<file path="src/rtl/lii_pkg.sv">
// rtl/lii_pkg.sv - shared LII opcodes, field widths and flit layout
package lii_pkg;
    localparam int LII_DW_DEF   = 64;
    localparam int LII_KW_DEF   = LII_DW_DEF / 8;
    localparam int LII_SRCDST_W = 8;
    localparam int LII_OP_W     = 2;
    localparam int LII_RESP_W   = 2;

    localparam logic [LII_OP_W-1:0]   OP_READ     = 2'b00;
    localparam logic [LII_OP_W-1:0]   OP_WRITE    = 2'b01;
    localparam logic [LII_RESP_W-1:0] RESP_OKAY   = 2'b00;
    localparam logic [LII_RESP_W-1:0] RESP_SLVERR = 2'b10;

    typedef struct packed {
        logic [LII_DW_DEF-1:0]   data;
        logic [LII_KW_DEF-1:0]   keep;
        logic [LII_KW_DEF-1:0]   strb;
        logic                    last;
        logic [LII_SRCDST_W-1:0] src;
        logic [LII_SRCDST_W-1:0] dst;
    } lii_flit_t;

    localparam int LII_FLIT_W = $bits(lii_flit_t);
endpackage

</file>
<file path="src/rtl/lii_skid_buf.sv">
// rtl/lii_skid_buf.sv - 2-entry registered skid buffer, output driven from head register only
module lii_skid_buf #(
    parameter int W = 89
) (
    input  logic         clk,
    input  logic         rst,
    input  logic [W-1:0] i_data,
    input  logic         i_valid,
    output logic         o_ready,
    output logic [W-1:0] o_data,
    output logic         o_valid,
    input  logic         i_ready
);
    logic [W-1:0] r_head;
    logic [W-1:0] r_tail;
    logic [1:0]   r_count;
    logic         w_push;
    logic         w_pop;

    // Ready depends only on the count register, breaking the path from the downstream ready.
    assign o_ready = (r_count != 2'd2);
    assign o_valid = (r_count != 2'd0);
    assign o_data  = r_head;
    assign w_push  = i_valid & o_ready;
    assign w_pop   = o_valid & i_ready;

    always_ff @(posedge clk or posedge rst) begin
        if (rst) begin
            r_head  <= '0;
            r_tail  <= '0;
            r_count <= 2'd0;
        end else if (w_pop && r_count == 2'd2) begin
            r_head  <= r_tail;
            r_count <= 2'd1;
        end else if (w_push && w_pop) begin
            r_head  <= i_data;
        end else if (w_push) begin
            if (r_count == 2'd0) r_head <= i_data;
            else                 r_tail <= i_data;
            r_count <= r_count + 2'd1;
        end else if (w_pop) begin
            r_count <= r_count - 2'd1;
        end
    end
endmodule

</file>
<file path="src/rtl/lii_req_arbiter.sv">
// rtl/lii_req_arbiter.sv - packet-granular round-robin LII request arbiter with response demux
module lii_req_arbiter
    import lii_pkg::*;
#(
    parameter int          NUM_PORTS    = 4,
    parameter int          LII_DW       = 64,
    parameter logic [7:0]  PORT_ID_BASE = 8'h10
) (
    input  logic                              clk,
    input  logic                              rst,
    input  logic [NUM_PORTS*LII_DW-1:0]       s_req_tdata,
    input  logic [NUM_PORTS*LII_DW/8-1:0]     s_req_tkeep,
    input  logic [NUM_PORTS*LII_DW/8-1:0]     s_req_tstrb,
    input  logic [NUM_PORTS-1:0]              s_req_tlast,
    input  logic [NUM_PORTS*8-1:0]            s_req_src,
    input  logic [NUM_PORTS*8-1:0]            s_req_dst,
    input  logic [NUM_PORTS-1:0]              s_req_tvalid,
    output logic [NUM_PORTS-1:0]              s_req_tready,
    output logic [LII_DW-1:0]                 m_req_tdata,
    output logic [LII_DW/8-1:0]               m_req_tkeep,
    output logic [LII_DW/8-1:0]               m_req_tstrb,
    output logic                              m_req_tlast,
    output logic [7:0]                        m_req_src,
    output logic [7:0]                        m_req_dst,
    output logic                              m_req_tvalid,
    input  logic                              m_req_tready,
    input  logic [LII_DW-1:0]                 s_resp_tdata,
    input  logic [LII_DW/8-1:0]               s_resp_tkeep,
    input  logic [LII_DW/8-1:0]               s_resp_tstrb,
    input  logic                              s_resp_tlast,
    input  logic [7:0]                        s_resp_src,
    input  logic [7:0]                        s_resp_dst,
    input  logic                              s_resp_tvalid,
    output logic                              s_resp_tready,
    output logic [NUM_PORTS*LII_DW-1:0]       m_resp_tdata,
    output logic [NUM_PORTS*LII_DW/8-1:0]     m_resp_tkeep,
    output logic [NUM_PORTS*LII_DW/8-1:0]     m_resp_tstrb,
    output logic [NUM_PORTS-1:0]              m_resp_tlast,
    output logic [NUM_PORTS*8-1:0]            m_resp_src,
    output logic [NUM_PORTS*8-1:0]            m_resp_dst,
    output logic [NUM_PORTS-1:0]              m_resp_tvalid,
    input  logic [NUM_PORTS-1:0]              m_resp_tready,
    output logic [$clog2(NUM_PORTS)-1:0]      grant_idx,
    output logic                              busy,
    output logic [15:0]                       drop_cnt
);
    localparam int KW = LII_DW / 8;
    localparam int IW = $clog2(NUM_PORTS);
    localparam int FW = LII_DW + 2*KW + 1 + 2*LII_SRCDST_W;

    typedef enum logic {ST_ARB, ST_PASS} state_t;

    state_t        r_state;
    logic [IW-1:0] r_rr_ptr;
    logic [IW-1:0] r_grant;
    logic [15:0]   r_drop;
    logic [IW-1:0] w_pick;
    logic          w_any;
    logic [IW:0]   w_scan;
    logic          w_can_accept;
    logic          w_in_valid;
    logic          w_hs;
    logic [FW-1:0] w_in_flit;
    logic [FW-1:0] w_out_flit;
    logic [7:0]    w_resp_idx;
    logic          w_resp_hit;

    // Scan from the farthest offset down so the port closest to rr_ptr wins.
    always_comb begin
        w_any  = 1'b0;
        w_pick = r_rr_ptr;
        w_scan = '0;
        for (int k = NUM_PORTS - 1; k >= 0; k--) begin
            w_scan = {1'b0, r_rr_ptr} + (IW+1)'(k);
            if (w_scan >= (IW+1)'(NUM_PORTS)) w_scan = w_scan - (IW+1)'(NUM_PORTS);
            if (s_req_tvalid[w_scan[IW-1:0]]) begin
                w_any  = 1'b1;
                w_pick = w_scan[IW-1:0];
            end
        end
    end

    assign w_in_valid = (r_state == ST_PASS) && s_req_tvalid[r_grant];
    assign w_hs       = w_in_valid && w_can_accept;
    assign w_in_flit  = {s_req_tdata[r_grant*LII_DW +: LII_DW], s_req_tkeep[r_grant*KW +: KW],
                         s_req_tstrb[r_grant*KW +: KW], s_req_tlast[r_grant],
                         s_req_src[r_grant*8 +: 8], s_req_dst[r_grant*8 +: 8]};

    always_comb begin
        s_req_tready = '0;
        if (r_state == ST_PASS) s_req_tready[r_grant] = w_can_accept;
    end

    always_ff @(posedge clk or posedge rst) begin
        if (rst) begin
            r_state  <= ST_ARB;
            r_rr_ptr <= '0;
            r_grant  <= '0;
        end else begin
            case (r_state)
                ST_ARB: if (w_any) begin
                    r_grant <= w_pick;
                    r_state <= ST_PASS;
                end
                ST_PASS: if (w_hs && s_req_tlast[r_grant]) begin
                    r_rr_ptr <= (r_grant == IW'(NUM_PORTS - 1)) ? '0 : r_grant + 1'b1;
                    r_state  <= ST_ARB;
                end
                default: r_state <= ST_ARB;
            endcase
        end
    end

    lii_skid_buf #(.W(FW)) u_skid (
        .clk     (clk),
        .rst     (rst),
        .i_data  (w_in_flit),
        .i_valid (w_in_valid),
        .o_ready (w_can_accept),
        .o_data  (w_out_flit),
        .o_valid (m_req_tvalid),
        .i_ready (m_req_tready)
    );

    assign {m_req_tdata, m_req_tkeep, m_req_tstrb, m_req_tlast, m_req_src, m_req_dst} = w_out_flit;
    assign grant_idx = r_grant;
    assign busy      = (r_state == ST_PASS);

    // Destinations below the base wrap to large indices and fall into the sink path.
    assign w_resp_idx = s_resp_dst - PORT_ID_BASE;
    assign w_resp_hit = (w_resp_idx < 8'(NUM_PORTS));

    always_comb begin
        m_resp_tvalid = '0;
        s_resp_tready = 1'b1;
        for (int i = 0; i < NUM_PORTS; i++) begin
            if (w_resp_idx == 8'(i)) begin
                m_resp_tvalid[i] = s_resp_tvalid;
                s_resp_tready    = m_resp_tready[i];
            end
        end
    end

    assign m_resp_tdata = {NUM_PORTS{s_resp_tdata}};
    assign m_resp_tkeep = {NUM_PORTS{s_resp_tkeep}};
    assign m_resp_tstrb = {NUM_PORTS{s_resp_tstrb}};
    assign m_resp_tlast = {NUM_PORTS{s_resp_tlast}};
    assign m_resp_src   = {NUM_PORTS{s_resp_src}};
    assign m_resp_dst   = {NUM_PORTS{s_resp_dst}};

    always_ff @(posedge clk or posedge rst) begin
        if (rst)                                                      r_drop <= 16'd0;
        else if (s_resp_tvalid && !w_resp_hit && r_drop != 16'hFFFF)  r_drop <= r_drop + 16'd1;
    end

    assign drop_cnt = r_drop;
endmodule

</file>
<file path="config.mk">
export PLATFORM = sky130hd
export DESIGN_NAME = lii_req_arbiter
export DESIGN_NICKNAME = d
export VERILOG_FILES = /design/src/rtl/lii_pkg.sv /design/src/rtl/lii_skid_buf.sv /design/src/rtl/lii_req_arbiter.sv
export SDC_FILE = /design/constraint.sdc
export NUM_CORES = 1
export LEC_CHECK = 0
export ABC_AREA = 1
export BUFFER_PORTS_ARGS = -buffer_cell sky130_fd_sc_hd__clkbuf_2
export CAP_MARGIN = 25
export CELL_PAD_IN_SITES_DETAIL_PLACEMENT = 1
export CELL_PAD_IN_SITES_GLOBAL_PLACEMENT = 2
export CORE_AREA = 2 2 393 395
export DETAILED_ROUTE_END_ITERATION = 8
export DIE_AREA = 0 0 395 397
export PLACE_DENSITY = 0.51
export SLEW_MARGIN = 20
export SYNTH_ARGS = -nofsm -noshare
export SYNTH_HDL_FRONTEND = slang
export SYNTH_SLANG_ARGS = --single-unit
export TNS_END_PERCENT = 5
</file>
<file path="constraint.sdc">
create_clock -name clk -period 19.7 [get_ports clk]
set_input_delay 5.91 -clock clk [delete_from_list [all_inputs] [get_ports clk]]
set_output_delay 5.91 -clock clk [all_outputs]
set_load 0.01 [all_outputs]
</file>
==> results of run 1 <==
[worst max-delay path by stage]
stage,end,slack [ps],cells after the start,startpoint
4_1_cts,m_resp_tvalid[3],6510,7,s_resp_dst[7]
6_report,m_resp_tvalid[3],6490,7,s_resp_dst[7]
3_3_place_gp,m_resp_tvalid[2],6500,7,s_resp_dst[7]
2_1_floorplan,m_resp_tvalid[0],7250,7,s_resp_dst[7]
3_5_place_dp,m_resp_tvalid[3],6510,7,s_resp_dst[7]
5_1_grt,m_resp_tvalid[3],6470,7,s_resp_dst[5]
[layout make-up]
cell class / instances / area [sq um]
Multi-Input combinational cell: 1337 / 6050
Inverter: 266 / 1020
Clock buffer: 49 / 968
Tap cell: 2044 / 2560
Antenna cell: 3 / 7.51
Sequential cell: 217 / 5440
Fill cell: 18761 / 134000
Clock inverter: 9 / 121
Timing Repair Buffer: 587 / 2990
[metal layers]
metal | wire (um) | up-vias | track usage (%) | part of all wire [%]
met3 | 6770 | 120 | 3.74 | 8.8
met2 | 36700 | 651 | 16.2 | 48
li1 | - | 7202 | - | -
met5 | 56 | - | 0 | 0.073
met4 | 2110 | 10 | 2.72 | 2.7
met1 | 31300 | 6827 | 11.1 | 41
[power by group through the flow]
stage	registers [mW]	clock network, mW	logic [mW]
after floorplan	0.806	0	0.993
after global placement	0.801	0	1.51
after detailed placement	0.810	0	1.52
after CTS	0.805	0.663	1.52
after global routing	0.827	0.675	1.69
final	0.795	0.620	1.45
[cells in the final DEF (no fill, tap or decap), types with 2 or more instances in the layout]
master and instances:
nand3_1 180, clkinv_8 2, inv_1 261, clkbuf_2 565, a21oi_1 99, nor4_1 2, clkbuf_1 10, diode_2 3
buf_4 22, nor2_1 29, clkbuf_8 4, bufinv_16 2, nor3_1 5, nand4_1 5, xor2_1 6, o21ai_1 96
dfrtp_1 215, clkinv_2 4, nand2_1 595, inv_4 2, o21ai_0 297, nand2_2 3, clkbuf_16 35, dfrtp_4 2
xnor2_1 7, ha_1 5
[state kept, by name, summed over array words and instances (netlist names)]
name and flops:
u_skid.o_data 97, u_skid.r_tail 97, u_skid.r_count 2, busy 1
drop_cnt 16, grant_idx 2, r_rr_ptr 2
[worst min-delay path: cells and delay by family, from the launching register on]
kind             cells  cell delay, ps
flip-flops           1             340
AND/OR/NAND/NOR      2             100
[cell families (layout without fill, tap and decap cells)]
kind of cell / Yosys count / after routing / synth area share [%]
AOI/OAI and AO/OA: 495 / 495 / 15.4
and+or+nand+nor: 824 / 824 / 20.9
adders and majority gates: 5 / 5 / 0.386
other: 0 / 3 / 0
buffers and inverters: 785 / 911 / 29.2
DFF: 217 / 217 / 33.5
xor gates and xnor gates: 13 / 13 / 0.703
[per-stage QoR]
step           setup WS [ps]  cells  hold WS [ps]  total power, mW
6_report                6490   4512           479             2.86
5_1_grt                 6470   4509           499             3.19
4_1_cts                 6510   4509           483             2.99
3_5_place_dp            6510   4451           469             2.33
3_3_place_gp            6500   4451           462             2.31
2_1_floorplan           7250   2339           443             1.80
==> flow_metrics.env, run 1 <==
export IMPL_status="finished clean"
export IMPL_die_area_sq_mm=0.157
export IMPL_die_x_um=395
export IMPL_pwr_share_seq_pct=27.8
export IMPL_io_pins=1011
export IMPL_powerDensity_mw_per_mm2=149
export IMPL_ys_ff_latch=217
export IMPL_route_final_wire_length_mm=76.9
export IMPL_setup_worst_path_start_class="primary input"
export IMPL_max_stage_delay_ps=630
export IMPL_initial_core_util_pct=10.6
export IMPL_hpwl_mm=60.0
export IMPL_avgRoutedWirePerCell_um=17.1
export IMPL_synth_commonest_cells="nand2_1, buf_4, o21ai_0, inv_1, dfrtp_1"
export IMPL_path_buf_inv=4
export IMPL_cts_buffers=34
export IMPL_tns_ps=0
export IMPL_worstHoldStart="u_skid.r_tail[16]"
export IMPL_p_sw_share_pct=48.9
export IMPL_yosysTopAreaCellShare_pct=33.5
export IMPL_gp_congestion=0.824
export IMPL_grt_first_pass_wirelength_mm=110
export IMPL_nets=2945
export IMPL_clock_latency_ps=560
export IMPL_drtIter0Drc=489
export IMPL_synth_cell_types=29
export IMPL_crit_chain="clkbuf_2 > inv_1 > nand4_1 > inv_1 > nand2_1 > nor4_1 > clkbuf_2"
export IMPL_drv_cap=0
export IMPL_p_int_mw=1.46
export IMPL_worstReg2RegStart="grant_idx[0]"
export IMPL_synth_area_sq_mm=0.0162
export IMPL_synth_edf_count=0
export IMPL_critPathMaxFanout=5
export IMPL_switching_power_mw=1.40
export IMPL_synth_seq_area_share_pct=33.5
export IMPL_yosys_area_top_type="dfrtp_1"
export IMPL_io_buffers=565
export IMPL_required_ps=13790
export IMPL_r2r_end="u_skid.o_data[3]"
export IMPL_die_h_um=397
export IMPL_yosys_warnings=0
export IMPL_synthFlopType="dfrtp_1"
export IMPL_synthTopCellsByArea="dfrtp_1, buf_4, nand2_1, o21ai_0, inv_1"
export IMPL_fin_area_sq_mm=0.0192
export IMPL_syn_mean_instance_area_sq_um=6.93
export IMPL_layout_min_cycle_time_ps=13210
export IMPL_clk_pin_slew_ps=60
export IMPL_antenna_found_initial=13
export IMPL_hold_depth=2
export IMPL_p_comb_share_pct=50.5
export IMPL_power_leakage_nw=9.50
export IMPL_cts_tree="built"
export IMPL_drc=0
export IMPL_vias=14810
export IMPL_critPathCaptureType="primary output"
export IMPL_timing_fmax_ghz=0.0757
export IMPL_setup_violations_final=0
export IMPL_postCtsSetupBuffers=0
export IMPL_post_cts_resized=0
export IMPL_drive_above_1_share_pct=26.3
export IMPL_areaGrowthSynthToFinish_pct=18.2
export IMPL_synth_nets=2841
export IMPL_cts_sinks=217
export IMPL_grt_pass1_vias=15227
export IMPL_grt_ovfl_total=0
export IMPL_grt_start_max_net_pins=92
export IMPL_core_area_sq_mm=0.153
export IMPL_slew_headroom_pct=34.5
export IMPL_hold_class="reg -> reg"
export IMPL_postCtsHoldBufs=0
export IMPL_root_buffer="clkbuf_16"
export IMPL_tightest_slew_ps=973
export IMPL_finalHoldViolations=0
export IMPL_finalCritPeriodShare_pct=67.0
export IMPL_crit_family="simple AND/OR/NAND/NOR gates"
export IMPL_crit_path_top_delay_cell="nor4_1"
export IMPL_clockBufferDepth=3
export IMPL_num_rows=144
export IMPL_grtUsageTotal_pct=9.54
export IMPL_worstPathArrival_ps=7300
export IMPL_utilization_pct=12.5
export IMPL_r2r_setup_slack_ps=15770
export IMPL_rsz0062_at_grt="false"
export IMPL_rr_worst_depth=9
export IMPL_synth_most_common_cell="nand2_1"
export IMPL_path_class="in -> out"
export IMPL_drt_first_pass_iters=5
export IMPL_clkPwrFrac_pct=21.7
export IMPL_drv_slew=0
export IMPL_async_flop_share_pct=100
export IMPL_vias_per_cell=3.28
export IMPL_final_antenna_net_count=0
export IMPL_max_vdd_ir_drop_uv=54.3
export IMPL_hold_end="u_skid.r_tail[16]"
export IMPL_syn_inst=2339
export IMPL_placed_cell_area_sq_mm=0.0181
export IMPL_finClkSkew_ps=21.6
export IMPL_htree_levels=2
Note: power is estimated with default switching activity, not from simulation.
==> inputs of run 2 (changes only) <==
- CORE_AREA: 2 2 393 395 -> 2 2 396 398
- DIE_AREA: 0 0 395 397 -> 0 0 398 400
- PLACE_DENSITY: 0.51 -> 0.52
- clock period: 19.7 -> 11.8 ns (I/O delays scaled with it)
==> flow_metrics.env, run 2 (synthesis gave the netlist of run 1 again) <==
export IMPL_power_leakage_nw=9.52
export IMPL_crit_path_top_delay_cell="nand2_1"
export IMPL_crit_chain="clkbuf_2 > inv_1 > nand4_1 > inv_1 > nand2_1 > nor2_1 > nand2_1 > o21ai_0 > nand2_1 > clkbuf_2"
export IMPL_grt_first_pass_wirelength_mm=111
export IMPL_met2_length_mm=37.9
export IMPL_post_cts_resized=0
export IMPL_grtUsageTotal_pct=9.66
export IMPL_final_cell_mix="nand2_1, clkbuf_2, o21ai_0, inv_1, dfrtp_1"
export IMPL_p_total_mw=4.82
export IMPL_drt_first_pass_iters=5
export IMPL_cts_tree="built"
export IMPL_finClkSkew_ps=22.5
export IMPL_tns_ps=0
export IMPL_setup_worst_path_start_class="primary input"
export IMPL_core_area_sq_mm=0.155
export IMPL_top_layer="met5"
export IMPL_drtIter0Drc=625
export IMPL_grt_start_max_net_pins=145
export IMPL_htree_levels=2
export IMPL_rsz0062_at_grt="false"
export IMPL_tightest_slew_ps=1060
export IMPL_drv_slew=0
export IMPL_hpwl_mm=61.7
export IMPL_route_final_wire_length_mm=79.4
export IMPL_slew_headroom_pct=29.3
export IMPL_final_common_cell="nand2_1"
export IMPL_root_buffer="clkbuf_16"
export IMPL_rr_worst_depth=8
export IMPL_critPathCaptureType="primary output"
export IMPL_max_vdd_ir_drop_uv=91.7
export IMPL_vias_per_cell=3.26
export IMPL_wl_met1_mm=32.3
export IMPL_io_pins=1011
export IMPL_postCtsSetupBuffers=0
export IMPL_required_ps=8260
export IMPL_areaGrowthSynthToFinish_pct=18.6
export IMPL_path_class="in -> out"
export IMPL_die_area_sq_mm=0.159
export IMPL_avgRoutedWirePerCell_um=17.6
export IMPL_powerDensity_mw_per_mm2=251
export IMPL_clock_latency_ps=570
export IMPL_clk_pin_slew_ps=60
export IMPL_grt_ovfl_total=0
export IMPL_final_antenna_net_count=0
export IMPL_die_h_um=400
export IMPL_cts_buffers=36
export IMPL_drive_above_1_share_pct=26.5
export IMPL_cts_sinks=217
export IMPL_timing_fmax_ghz=0.121
export IMPL_antenna_found_initial=19
export IMPL_hold_ws_ps=482
export IMPL_nets=2943
export IMPL_wl_met3_mm=6.55
export IMPL_status="finished clean"
export IMPL_drv_cap=0
export IMPL_worstPathArrival_ps=4730
export IMPL_initial_core_util_pct=10.4
export IMPL_finalCritPeriodShare_pct=70.1
export IMPL_grt_pass1_vias=15312
export IMPL_critPathMaxFanout=5
export IMPL_layout_min_cycle_time_ps=8270
export IMPL_num_rows=145
export IMPL_finalHoldViolations=0
export IMPL_io_buffers=565
export IMPL_hold_class="reg -> reg"
export IMPL_clockBufferDepth=3
export IMPL_setup_violations_final=0
export IMPL_max_stage_delay_ps=190
export IMPL_crit_top_cell="nand2_1"
export IMPL_drc=0
export IMPL_hold_depth=2
export IMPL_gp_congestion=0.771
export IMPL_postCtsHoldBufs=0
export IMPL_vias=14766
export IMPL_die_x_um=398
[run 2: changes by cell type in the layout (fill, tap and decap cells not counted), sizes merged]
cell / change
buf: -4
clkbuf: +2
inv: +2
bufinv: -1
clkinvlp: +1
diode: -1
[run 2: final timing paths]
path	startpoint	end	slack [ps]
max	s_resp_dst[7]	s_resp_tready	3530
min	u_skid.r_tail[1]	u_skid.r_tail[1]	480
max reg2reg	grant_idx[1]	u_skid.o_data[10]	7670
min reg2reg	u_skid.r_tail[1]	u_skid.r_tail[1]	480
max in group asynchronous	rst	u_skid.o_data[24]	7450
min in group asynchronous	rst	r_rr_ptr[1]	2960
[run 2: layout make-up]
class	instances	area, sq um
fill	18941	136000
multi-input combinational	1337	6050
tap	2058	2570
inverter	266	1020
timing repair buffer	583	2990
clock inverter	11	93.8
antenna	2	5.00
sequential	217	5440
clock buffer	51	1050
[run 2: through the flow]
step                      std cells  instance area, sq um  setup slack [ps]  utilization (%)
final                          4525                 19200              3530             12.4
after global routing           4525                 19200              3320             12.4
after CTS                      4523                 19200              3460             12.4
after detailed placement       4461                 18100              3460             11.6
after global placement         4460                 18100              3440             11.6
after floorplan                2339                 16200              2320                -
[run 2: worst max-delay path: cells and delay by family]
kind | cells | cell delay [ps]
simple gates | 5 | 640
compound gates | 1 | 70
buf+inv | 4 | 460
[run 2: where the power goes]
| group | internal [mW] | switching [mW] |
|---|---|---|
| registers | 1.10 | 0.234 |
| clock network | 0.638 | 0.433 |
| logic | 0.722 | 1.69 |
[run 2: layer usage]
layer  track usage [%]  vias to the layer above
li1                  -                     7208
met1              11.2                     6760
met2              16.5                      649
met3              3.36                      145
met4              3.17                        4
met5                 0                        -
==> inputs of run 3 (changes only) <==
- clock period: 11.8 -> 6.7 ns (I/O delays scaled with it)
==> flow_metrics.env, run 3 (synthesis gave the netlist of run 1 again) <==
export IMPL_status="finished clean"
export IMPL_drv_cap=0
export IMPL_clockBufferDepth=3
export IMPL_core_area_sq_mm=0.155
export IMPL_finClkSkew_ps=23.0
export IMPL_drc=0
export IMPL_final_common_cell="nand2_1"
export IMPL_max_vdd_ir_drop_uv=315
export IMPL_antenna_found_initial=29
export IMPL_required_ps=4690
export IMPL_grt_ovfl_total=0
export IMPL_hpwl_mm=61.3
export IMPL_cts_tree="built"
export IMPL_die_area_sq_mm=0.159
export IMPL_clk_pin_slew_ps=60
export IMPL_drt_first_pass_iters=4
export IMPL_route_final_wire_length_mm=78.8
export IMPL_die_x_um=398
export IMPL_slew_headroom_pct=40.7
export IMPL_nets=2942
export IMPL_max_stage_delay_ps=360
export IMPL_worstHoldStart="u_skid.r_tail[16]"
export IMPL_postCtsSetupBuffers=0
export IMPL_path_class="in -> out"
export IMPL_initial_core_util_pct=10.4
export IMPL_tns_ps=0
export IMPL_avgRoutedWirePerCell_um=17.4
export IMPL_grt_first_pass_wirelength_mm=111
export IMPL_worstReg2RegStart="grant_idx[0]"
export IMPL_io_pins=1011
export IMPL_crit_family="simple AND/OR/NAND/NOR gates"
export IMPL_root_buffer="clkbuf_16"
export IMPL_clock_latency_ps=570
export IMPL_setup_violations_final=0
export IMPL_path_buf_inv=5
export IMPL_crit_top_cell="inv_1"
export IMPL_dp_slack_ps=1350
export IMPL_post_cts_resized=0
export IMPL_grt_pass1_vias=15290
export IMPL_powerDensity_mw_per_mm2=440
export IMPL_setup_slack_ps=1410
export IMPL_crit_chain="clkbuf_2 > inv_1 > nand4_1 > inv_1 > nand2_1 > inv_1 > nand2_1 > nor3_1 > clkbuf_2"
export IMPL_timing_fmax_ghz=0.189
export IMPL_power_leakage_nw=9.51
export IMPL_rsz0062_at_grt="false"
export IMPL_drtIter0Drc=584
export IMPL_setup_worst_path_start_class="primary input"
export IMPL_vias=14703
export IMPL_cts_buffers=35
export IMPL_areaGrowthSynthToFinish_pct=18.7
export IMPL_htree_levels=2
export IMPL_finalCritPeriodShare_pct=78.9
export IMPL_grt_start_max_net_pins=153
export IMPL_vias_per_cell=3.25
export IMPL_critPathMaxFanout=5
export IMPL_crit_path_top_delay_cell="nor3_1"
export IMPL_grtUsageTotal_pct=9.65
export IMPL_die_h_um=400
export IMPL_gp_congestion=0.762
export IMPL_finalHoldViolations=0
export IMPL_hold_class="reg -> reg"
export IMPL_postCtsHoldBufs=0
export IMPL_tightest_slew_ps=890
export IMPL_critPathCaptureType="primary output"
export IMPL_worstPathArrival_ps=3280
export IMPL_final_cell_mix="nand2_1, clkbuf_2, o21ai_0, inv_1, dfrtp_1"
export IMPL_cts_sinks=217
export IMPL_drv_slew=0
export IMPL_startpoint="s_resp_dst[7]"
export IMPL_n_fill_cell=19006
export IMPL_drive_above_1_share_pct=26.4
export IMPL_final_antenna_net_count=0
export IMPL_layout_min_cycle_time_ps=5290
export IMPL_io_buffers=565
export IMPL_num_rows=145
run 3: metal layers:
metal  global-route usage (%)  part of all wire (%)  vias up
met4                     3.01                   3.1       18
met5                        0                  0.13        -
met3                     3.51                   8.5      169
met2                     16.5                    48      640
li1                         -                     -     7224
met1                     11.1                    40     6652
run 3: metrics by stage:
step / power (mW) / cell area (sq um) / util, % / std cells / hold slack, ps
after floorplan: 5.29 / 16200 / - / 2339 / 443
after global placement: 6.79 / 18100 / 11.7 / 4461 / 459
after detailed placement: 6.84 / 18100 / 11.7 / 4461 / 468
after CTS: 8.88 / 19200 / 12.4 / 4524 / 483
after global routing: 9.47 / 19200 / 12.4 / 4524 / 501
final: 8.46 / 19200 / 12.4 / 4527 / 482
run 3: worst paths after layout:
path / endpoint / slack, ps / cells past startpoint
worst max register to register: u_skid.r_tail[95] / 3330 / 8
worst max-delay path: m_resp_tvalid[0] / 1410 / 9
max in group asynchronous: u_skid.o_data[80] / 4060 / 3
worst min register to register: u_skid.r_tail[16] / 480 / 2
worst min-delay path: u_skid.r_tail[16] / 480 / 2
min in group asynchronous: u_skid.o_data[49] / 1470 / 2
run 3: power breakdown:
part | internal, mW | total [mW] | switching [mW] | leakage [nW]
Sequential | 1.94 | 2.36 | 0.421 | 2.70
Combinational | 1.27 | 4.21 | 2.94 | 6.26
Clock | 1.12 | 1.89 | 0.764 | 0.561
run 3: worst min-delay path, cell delays in order (launching register included):
cell	delay, ps
dfrtp_1	340
nand2_1	60
nand2_1	50
run 3: cell type report:
cell class | instances | area (sq um) | share of cell area (%)
sequential | 217 | 5440 | 28.3
tap | 2058 | 2570 | 13.4
clock buffer | 49 | 1000 | 5.20
antenna | 3 | 7.51 | 0.0390
clock inverter | 14 | 148 | 0.768
multi-input combinational | 1337 | 6050 | 31.5
inverter | 266 | 1010 | 5.26
timing repair buffer | 583 | 3000 | 15.6
